## src/rtl/instr_fetch_unit.sv

```systemverilog
// rtl/instr_fetch_unit.sv - PC register and instruction fetch stage with req/ready memory handshake
// Optional IFU_PERF_EN adds retired-instruction and fetch-wait counters.
module instr_fetch_unit #(
    parameter logic [31:0] RESET_PC = 32'h0000_0000,
    parameter int          WAIT_MAX = 16
) (
    input  logic        clk,
    input  logic        rst_n,
    input  logic        advance,
    input  logic        branch,
    input  logic        jump,
    input  logic        zero,
    output logic        imem_req,
    output logic [31:0] imem_addr,
    input  logic        imem_ready,
    input  logic [31:0] imem_rdata,
    output logic [31:0] instr,
    output logic        instr_valid,
    output logic [31:0] pc,
    output logic [31:0] pc_plus4,
`ifdef IFU_PERF_EN
    output logic [31:0] retired_cnt,
    output logic [31:0] wait_cnt,
`endif
    output logic        fetch_err
);

    typedef enum logic [1:0] {
        S_BOOT  = 2'd0,
        S_FETCH = 2'd1,
        S_VALID = 2'd2,
        S_ERR   = 2'd3
    } state_t;

    localparam logic [7:0] WAIT_LAST = 8'(WAIT_MAX - 1);

    state_t      r_state;
    state_t      w_next_state;
    logic [31:0] r_pc;
    logic [31:0] r_instr;
    logic [7:0]  r_wait;
    logic [7:0]  w_wait_next;
    logic        w_load_instr;
    logic        w_take_adv;
    logic [31:0] w_pc_plus4;
    logic [31:0] w_br_off;
    logic [31:0] w_next_pc;

    assign w_pc_plus4 = r_pc + 32'd4;
    assign w_br_off   = {{14{r_instr[15]}}, r_instr[15:0], 2'b00};

    // Jump beats branch; a branch without zero falls through.
    always_comb begin
        w_next_pc = w_pc_plus4;
        if (jump) begin
            w_next_pc = {w_pc_plus4[31:28], r_instr[25:0], 2'b00};
        end else if (branch && zero) begin
            w_next_pc = w_pc_plus4 + w_br_off;
        end
    end

    always_comb begin
        w_next_state = r_state;
        w_wait_next  = r_wait;
        w_load_instr = 1'b0;
        w_take_adv   = 1'b0;
        case (r_state)
            S_BOOT: begin
                w_next_state = S_FETCH;
                w_wait_next  = 8'd0;
            end
            S_FETCH: begin
                if (imem_ready) begin
                    w_next_state = S_VALID;
                    w_load_instr = 1'b1;
                    w_wait_next  = 8'd0;
                end else begin
                    w_wait_next = r_wait + 8'd1;
                    if (r_wait == WAIT_LAST) begin
                        w_next_state = S_ERR;
                    end
                end
            end
            S_VALID: begin
                if (advance) begin
                    w_next_state = S_FETCH;
                    w_take_adv   = 1'b1;
                    w_wait_next  = 8'd0;
                end
            end
            S_ERR: begin
                w_next_state = S_ERR;
            end
            default: begin
                w_next_state = S_BOOT;
            end
        endcase
    end

    always_ff @(posedge clk) begin
        if (!rst_n) begin
            r_state <= S_BOOT;
            r_pc    <= RESET_PC;
            r_instr <= 32'd0;
            r_wait  <= 8'd0;
        end else begin
            r_state <= w_next_state;
            r_wait  <= w_wait_next;
            if (w_load_instr) begin
                r_instr <= imem_rdata;
            end
            if (w_take_adv) begin
                r_pc <= {w_next_pc[31:2], 2'b00};
            end
        end
    end

`ifdef IFU_PERF_EN
    logic [31:0] r_retired_cnt;
    logic [31:0] r_wait_cnt;

    always_ff @(posedge clk) begin
        if (!rst_n) begin
            r_retired_cnt <= 32'd0;
            r_wait_cnt    <= 32'd0;
        end else begin
            if (r_state == S_VALID && advance) begin
                r_retired_cnt <= r_retired_cnt + 32'd1;
            end
            if (r_state == S_FETCH && !imem_ready) begin
                r_wait_cnt <= r_wait_cnt + 32'd1;
            end
        end
    end

    assign retired_cnt = r_retired_cnt;
    assign wait_cnt    = r_wait_cnt;
`endif

    assign imem_req    = (r_state == S_FETCH);
    assign instr_valid = (r_state == S_VALID);
    assign fetch_err   = (r_state == S_ERR);
    assign imem_addr   = r_pc;
    assign pc          = r_pc;
    assign pc_plus4    = w_pc_plus4;
    assign instr       = r_instr;

endmodule

```

## config.mk

```make
export PLATFORM = sky130hd
export DESIGN_NAME = instr_fetch_unit
export DESIGN_NICKNAME = d
export VERILOG_FILES = /design/src/rtl/instr_fetch_unit.sv
export SDC_FILE = /design/constraint.sdc
export NUM_CORES = 1
export LEC_CHECK = 0
export ABC_AREA = 1
export CAP_MARGIN = 20
export CORE_MARGIN = 3
export CORE_UTILIZATION = 46
export DETAILED_ROUTE_END_ITERATION = 16
export PLACE_DENSITY_LB_ADDON = 0.12
export SLEW_MARGIN = 30
export SYNTH_ARGS = -nofsm -noshare
export SYNTH_HDL_FRONTEND = slang
export SYNTH_SLANG_ARGS = --single-unit
export TNS_END_PERCENT = 10
```

## constraint.sdc

```tcl
create_clock -name clk -period 2.8 [get_ports clk]
set_clock_uncertainty 0.15 [all_clocks]
set_input_delay 0.56 -clock clk [delete_from_list [all_inputs] [get_ports clk]]
set_output_delay 0.56 -clock clk [all_outputs]
set_load 0.1 [all_outputs]
```

## Word level (Yosys, flattened, before mapping)

Cells that the tools add are included.

| cells by class | value |
|---|---|
| equal/unequal tests | 6 |
| mux-type cells | 13 |
| $add $sub $neg | 3 |
| reductions and logical operators | 5 |

Operators by type and width:

| operator | number |
|---|---|
| two-way mux 32 bit | 2 |
| adder 32 x 3 -> 32 bit, second input constant | 1 |
| adder 32 bit | 1 |
| one-hot mux 8 bit (3 select lines) | 1 |
| two-way mux 8 bit | 2 |
| adder 8 x 1 -> 8 bit, second input constant | 1 |
| == test 8 x 4 -> 1 bit, second input constant | 1 |
| one-hot mux 2 bit (4 select lines) | 1 |
| two-way mux 2 bit | 3 |
| == test 2 bit, second input constant | 2 |
| two-way mux 1 bit | 4 |
| AND reduction 2 bit | 2 |
| != test 3 x 1 -> 1 bit, second input constant | 1 |
| nonzero test 3 bit | 1 |
| == test 2 x 1 -> 1 bit, second input constant | 1 |
| logical NOT 2 bit | 1 |
| != test 2 bit, second input constant | 1 |
| logical AND 1 bit | 1 |

| storage, ports and cells | value |
|---|---|
| output and inout bits | 131 |
| bits in registers | 72 |

## Logic depth before layout (Yosys ltp)

| logic depth | value |
|---|---|
| depth after elaboration | 4 |
| gate-level depth with buffers | 23 |

## Least setup slack after synthesis

OpenSTA, ideal clock, no wires.

| path | value |
|---|---|
| path type | register -> register |
| from | register r_pc[2] (netlist: imem_addr[2]) |
| to | register r_pc[29] (netlist: imem_addr[29]) |
| stages on the path, launching flop included | 19 |
| data arrival time | 5071 ps |
| buffers on the path | 0 |
| required time | 2516 ps |
| slack | -2555 ps |
| clock period less this slack | 5355 ps |
| path through | dfxtp_1 > ha_1 > nand3_1 > nor2_1 > nand4_1 > xnor2_1 > ha_1 > nand2_1 > inv_1 > nand2_1 > nand2_1 > a21oi_1 > nor2_1 > nor2_1 > nand2_1 > nand2_1 > nand3_1 > nand2_1 > a21oi_1 |

| on the way | value |
|---|---|
| word-level cells in the longest chain between the ends | 4 |

Ends and longest elaborated chain:

| element | RTL line | source |
|---|---|---|
| start, declared | 39 | `logic [31:0] r_pc;` |
| start signal, assigned | 113 | `r_pc <= {w_next_pc[31:2], 2'b00};` |
| adder 32 x 3 -> 32 bit | 49 | `assign w_pc_plus4 = r_pc + 32'd4;` |
| net pc_plus4[16] | 20 | `output logic [31:0] pc_plus4,` |
| adder 32 bit | 58 | `w_next_pc = w_pc_plus4 + w_br_off;` |
| two-way mux 32 bit | 57 | `end else if (branch && zero) begin` |
| two-way mux 32 bit | 55 | `if (jump) begin` |

The timed path passes the listed nets, and every way through them passes these cells.
A chain may end at the register's enable or synchronous reset.

## Worst setup path in the final report

| path | value |
|---|---|
| from | register r_pc[4] (netlist: imem_addr[4]) |
| to | register r_pc[27] (netlist: imem_addr[27]) |

| on the way | value |
|---|---|
| word-level cells in the longest chain between the ends | 4 |

Ends and longest elaborated chain:

| element | RTL line |
|---|---|
| adder 32 x 3 -> 32 bit * | 49 |
| adder 32 bit | 58 |
| two-way mux 32 bit * | 57 |
| two-way mux 32 bit * | 55 |

Mark *: on every way between the ends. The rest lies on a longest branch, timed or not.

==> impl_metrics.py <==
metrics = {
    "status": {
        "outcome": "finished, violations left",
        "failed_checks": "setup timing",
    },
    "detailed_routing": {
        "drt_iter0_markers": 835,
        "drt-pass1-iter-count": 5,
        "routed_wl_um": 27150,
        "num_vias": 8477,
        "drc": 0,
        "drt-wirelength-per-cell_um": 16.60,
        "via_per_inst": 5.185,
        "antenna_left": 0,
    },
    "sta": {
        "tightest_slew_ns": 0.5900,
        "setup_violations": 23,
        "fin_crit_sh_pct": 107.8,
        "setup_slack_ns": -0.2194,
        "rsz0062_at_grt": "yes",
        "whs_ns": 0.3260,
        "period_needed_ns": 3.019,
        "maxSlewHeadroom_pct": 60.62,
        "finalMaxSlewViolations": 0,
        "fmax_ghz": 0.3312,
        "hold_violations": 0,
    },
    "clock_tree": {
        "htree_levels": 3,
        "clk_pin_slew_worst_paths_ns": 0.06,
        "cts_buffers": 9,
        "cts_tree": "done",
        "cts.sinks": 72,
        "cts.path.max_buffers": 2,
        "clk_latency_ns": 0.33,
        "ctsHoldBuffers": 0,
        "clock-root-buffer": "clkbuf_16",
    },
    "finish": {
        "final_cell_mix": "nand2_1, buf_4, inv_1",
        "n_antenna_cell": 0,
        "final_common_cell": "nand2_1",
        "syn2layout_area_growth_pct": 63.15,
        "drive_above_1_share_pct": 36.15,
        "layout.nets": 1528,
    },
    "worst_setup_path": {
        "worst_setup_path_end_kind": "flop",
        "worst_ep_arrival_time_ns": 3.08,
        "cpMaxStageDelayCell": "dfxtp_4",
        "crit_chain": "nand2_2 -> nor2_4 -> nand3_4 -> inv_2 -> nand2_1 -> nor2_2 -> xor2_2 -> inv_2 -> ha_4 -> nand2_1 -> buf_4 -> nor2_4 -> inv_2 -> nor3_2 -> nand2_1 -> nand3_2 -> nand2_2 -> nand3_2 -> nand2_1 -> nand2_1 -> a21oi_2",
        "cp-start-kind": "flop",
        "critPathKind": "reg2reg",
        "crit_family": "simple AND/OR/NAND/NOR gates",
        "critPathMaxFanout": 4,
        "cp_data_required_time_ns": 2.86,
        "cp_num_buf_inv": 4,
        "crit_path_frequent_cell": "nand2_1",
        "slowest_delay_ns": 0.37,
    },
    "placement": {
        "place.gp.congestion": 1.006,
        "dpl_worst_slack_ns": -0.4672,
        "portBuffers": 163,
        "dp_hpwl_um": 21690,
    },
    "die": {
        "rows": 43,
        "initial_core_util_pct": 47.45,
        "core_area_um2": 13990,
        "dieArea_um2": 15910,
        "die_w_um": 126.1,
        "ios": 170,
        "die_y_um": 126.1,
    },
    "synthesis": {
        "yosysUniqueCellTypes": 42,
        "synth_warnings": 0,
        "syn_inst": 1152,
        "synthMuxAreaShare_pct": 0,
        "synth.avg_cell_area_um2": 5.762,
        "synth_adder_area_share_pct": 7.276,
        "synth_top_family_by_area": "simple AND/OR/NAND/NOR gates",
        "synth-compound-area-share_pct": 14.14,
        "synthSimpleGateAreaFrac_pct": 37.83,
        "syn-cell-area_um2": 6638,
        "ys_ff_latch": 72,
        "synth_xor_area_share_pct": 2.488,
        "ys_seq_area_share_pct": 21.72,
    },
    "pwr": {
        "report.power.total_w": 0.003630,
        "leakage_nw": 5.345,
        "p_per_area_nw_per_um2": 335.2,
        "ir_worst_vdd_v": 0.0004680,
    },
    "global_route": {
        "grt_pass1_wl_um": 42220,
        "overflow": 0,
        "grt_pass1_vias": 8157,
        "grt_max_degree": 27,
        "grt_usage_pct": 33.05,
        "antenna_found_initial": 0,
    },
    "flow_run": {
        "max_cap_violations": 0,
    },
    "min_path": {
        "hold_class": "reg2reg",
    },
}
worst min-delay path: cells and delay by family, from the launching register on:
family	cells	cell delay, ns
buf+inv	1	0.07
flops	1	0.31
compound gates	1	0.06
path summary, 6_finish.rpt:
path         slack (ns)             to  cells after the start          from
max               -0.22  imem_addr[27]                     21  imem_addr[4]
min                0.33      instr[24]                      2     instr[24]
max reg2reg       -0.22  imem_addr[27]                     21  imem_addr[4]
min reg2reg        0.33      instr[24]                      2     instr[24]
kinds of logic (layout without fill, tap and decap cells):
kind of cell,Yosys count,count (layout)
compound gates,177,177
xor+xnor,18,18
fa+ha+maj,38,38
buf+inv,244,542
flops,72,72
other cells,1,6
simple gates,602,602
repair_timing:
item | in CTS | in global routing
hold endpoints to repair | 0 | 0
buffers inserted | 9 | 1
pin swaps | 32 | 38
cloned | 0 | 0
gates resized for setup | 90 | 72
endpoints found under the setup margin | 25 | 34
registers in the layout, indices dropped and copies added, names as in the netlist:
register	count
imem_addr	30
instr	32
r_state	2
r_wait	8
power breakdown:
group | internal [W] | leakage (nW) | total [W] | switching (W)
combinational | 0.000401 | 4.60 | 0.00134 | 0.000935
clock | 0.000714 | 0.142 | 0.00117 | 0.000451
sequential | 0.00107 | 0.602 | 0.00113 | 0.0000618
total | 0.00218 | 5.35 | 0.00363 | 0.00145
metal layers:
layer	GRT usage, %	up-vias	share of wire [%]
met5	0	-	0
met4	9.338	0	3.0
met3	6.361	59	7.1
met2	54.68	361	46
met1	44.03	3873	44
li1	-	4184	-
synth_stat cells, drive strengths merged:
library cell  number  area [um^2]
xor2              10        87.58
or2                6        37.54
nand4             12        75.07
nand3             71        365.3
buf               43        310.3
o21ai             57        285.3
nand2            367         1405
a21oi            103        523.0
nor2             127        518.0
conb               1        3.750
a21o               3        22.52
clkbuf            21        108.9
nand3b             1        7.510
xnor2              8        77.58
ha                37        462.9
o211ai             4        30.03
a31oi              3        18.77
inv              178        668.1
dfxtp             72         1441
a221oi             1        8.760
fa                 1        20.02
clkinv             2        7.510
and2               5        31.28
o21bai             5        41.29
nor4               1        6.260
o221ai             1        8.760
nor3b              2        15.01
nor3              10        50.05
cell type report:
class                           instances  area [um^2]
Inverter                              180        679.4
Clock inverter                          4        55.05
Tap cell                              180        225.2
Sequential cell                        72         1505
Timing Repair Buffer                  347         3078
Clock buffer                           11        242.7
Multi-Input combinational cell        841         5044
Fill cell                            1115         3159
metrics by stage:
stage	util (%)	TNS [ns]	std cells	cell area, um^2
global route	77.42	-6.824	1635	10830
finish	77.42	-2.406	1635	10830
detailed placement	69.88	-5.224	1610	9776
CTS	75.59	-1.766	1634	10570
global placement	69.88	-4.171	1610	9776
floorplan	-	-26.38	1157	6994
No activity file was read; power rests on OpenSTA's default activity.
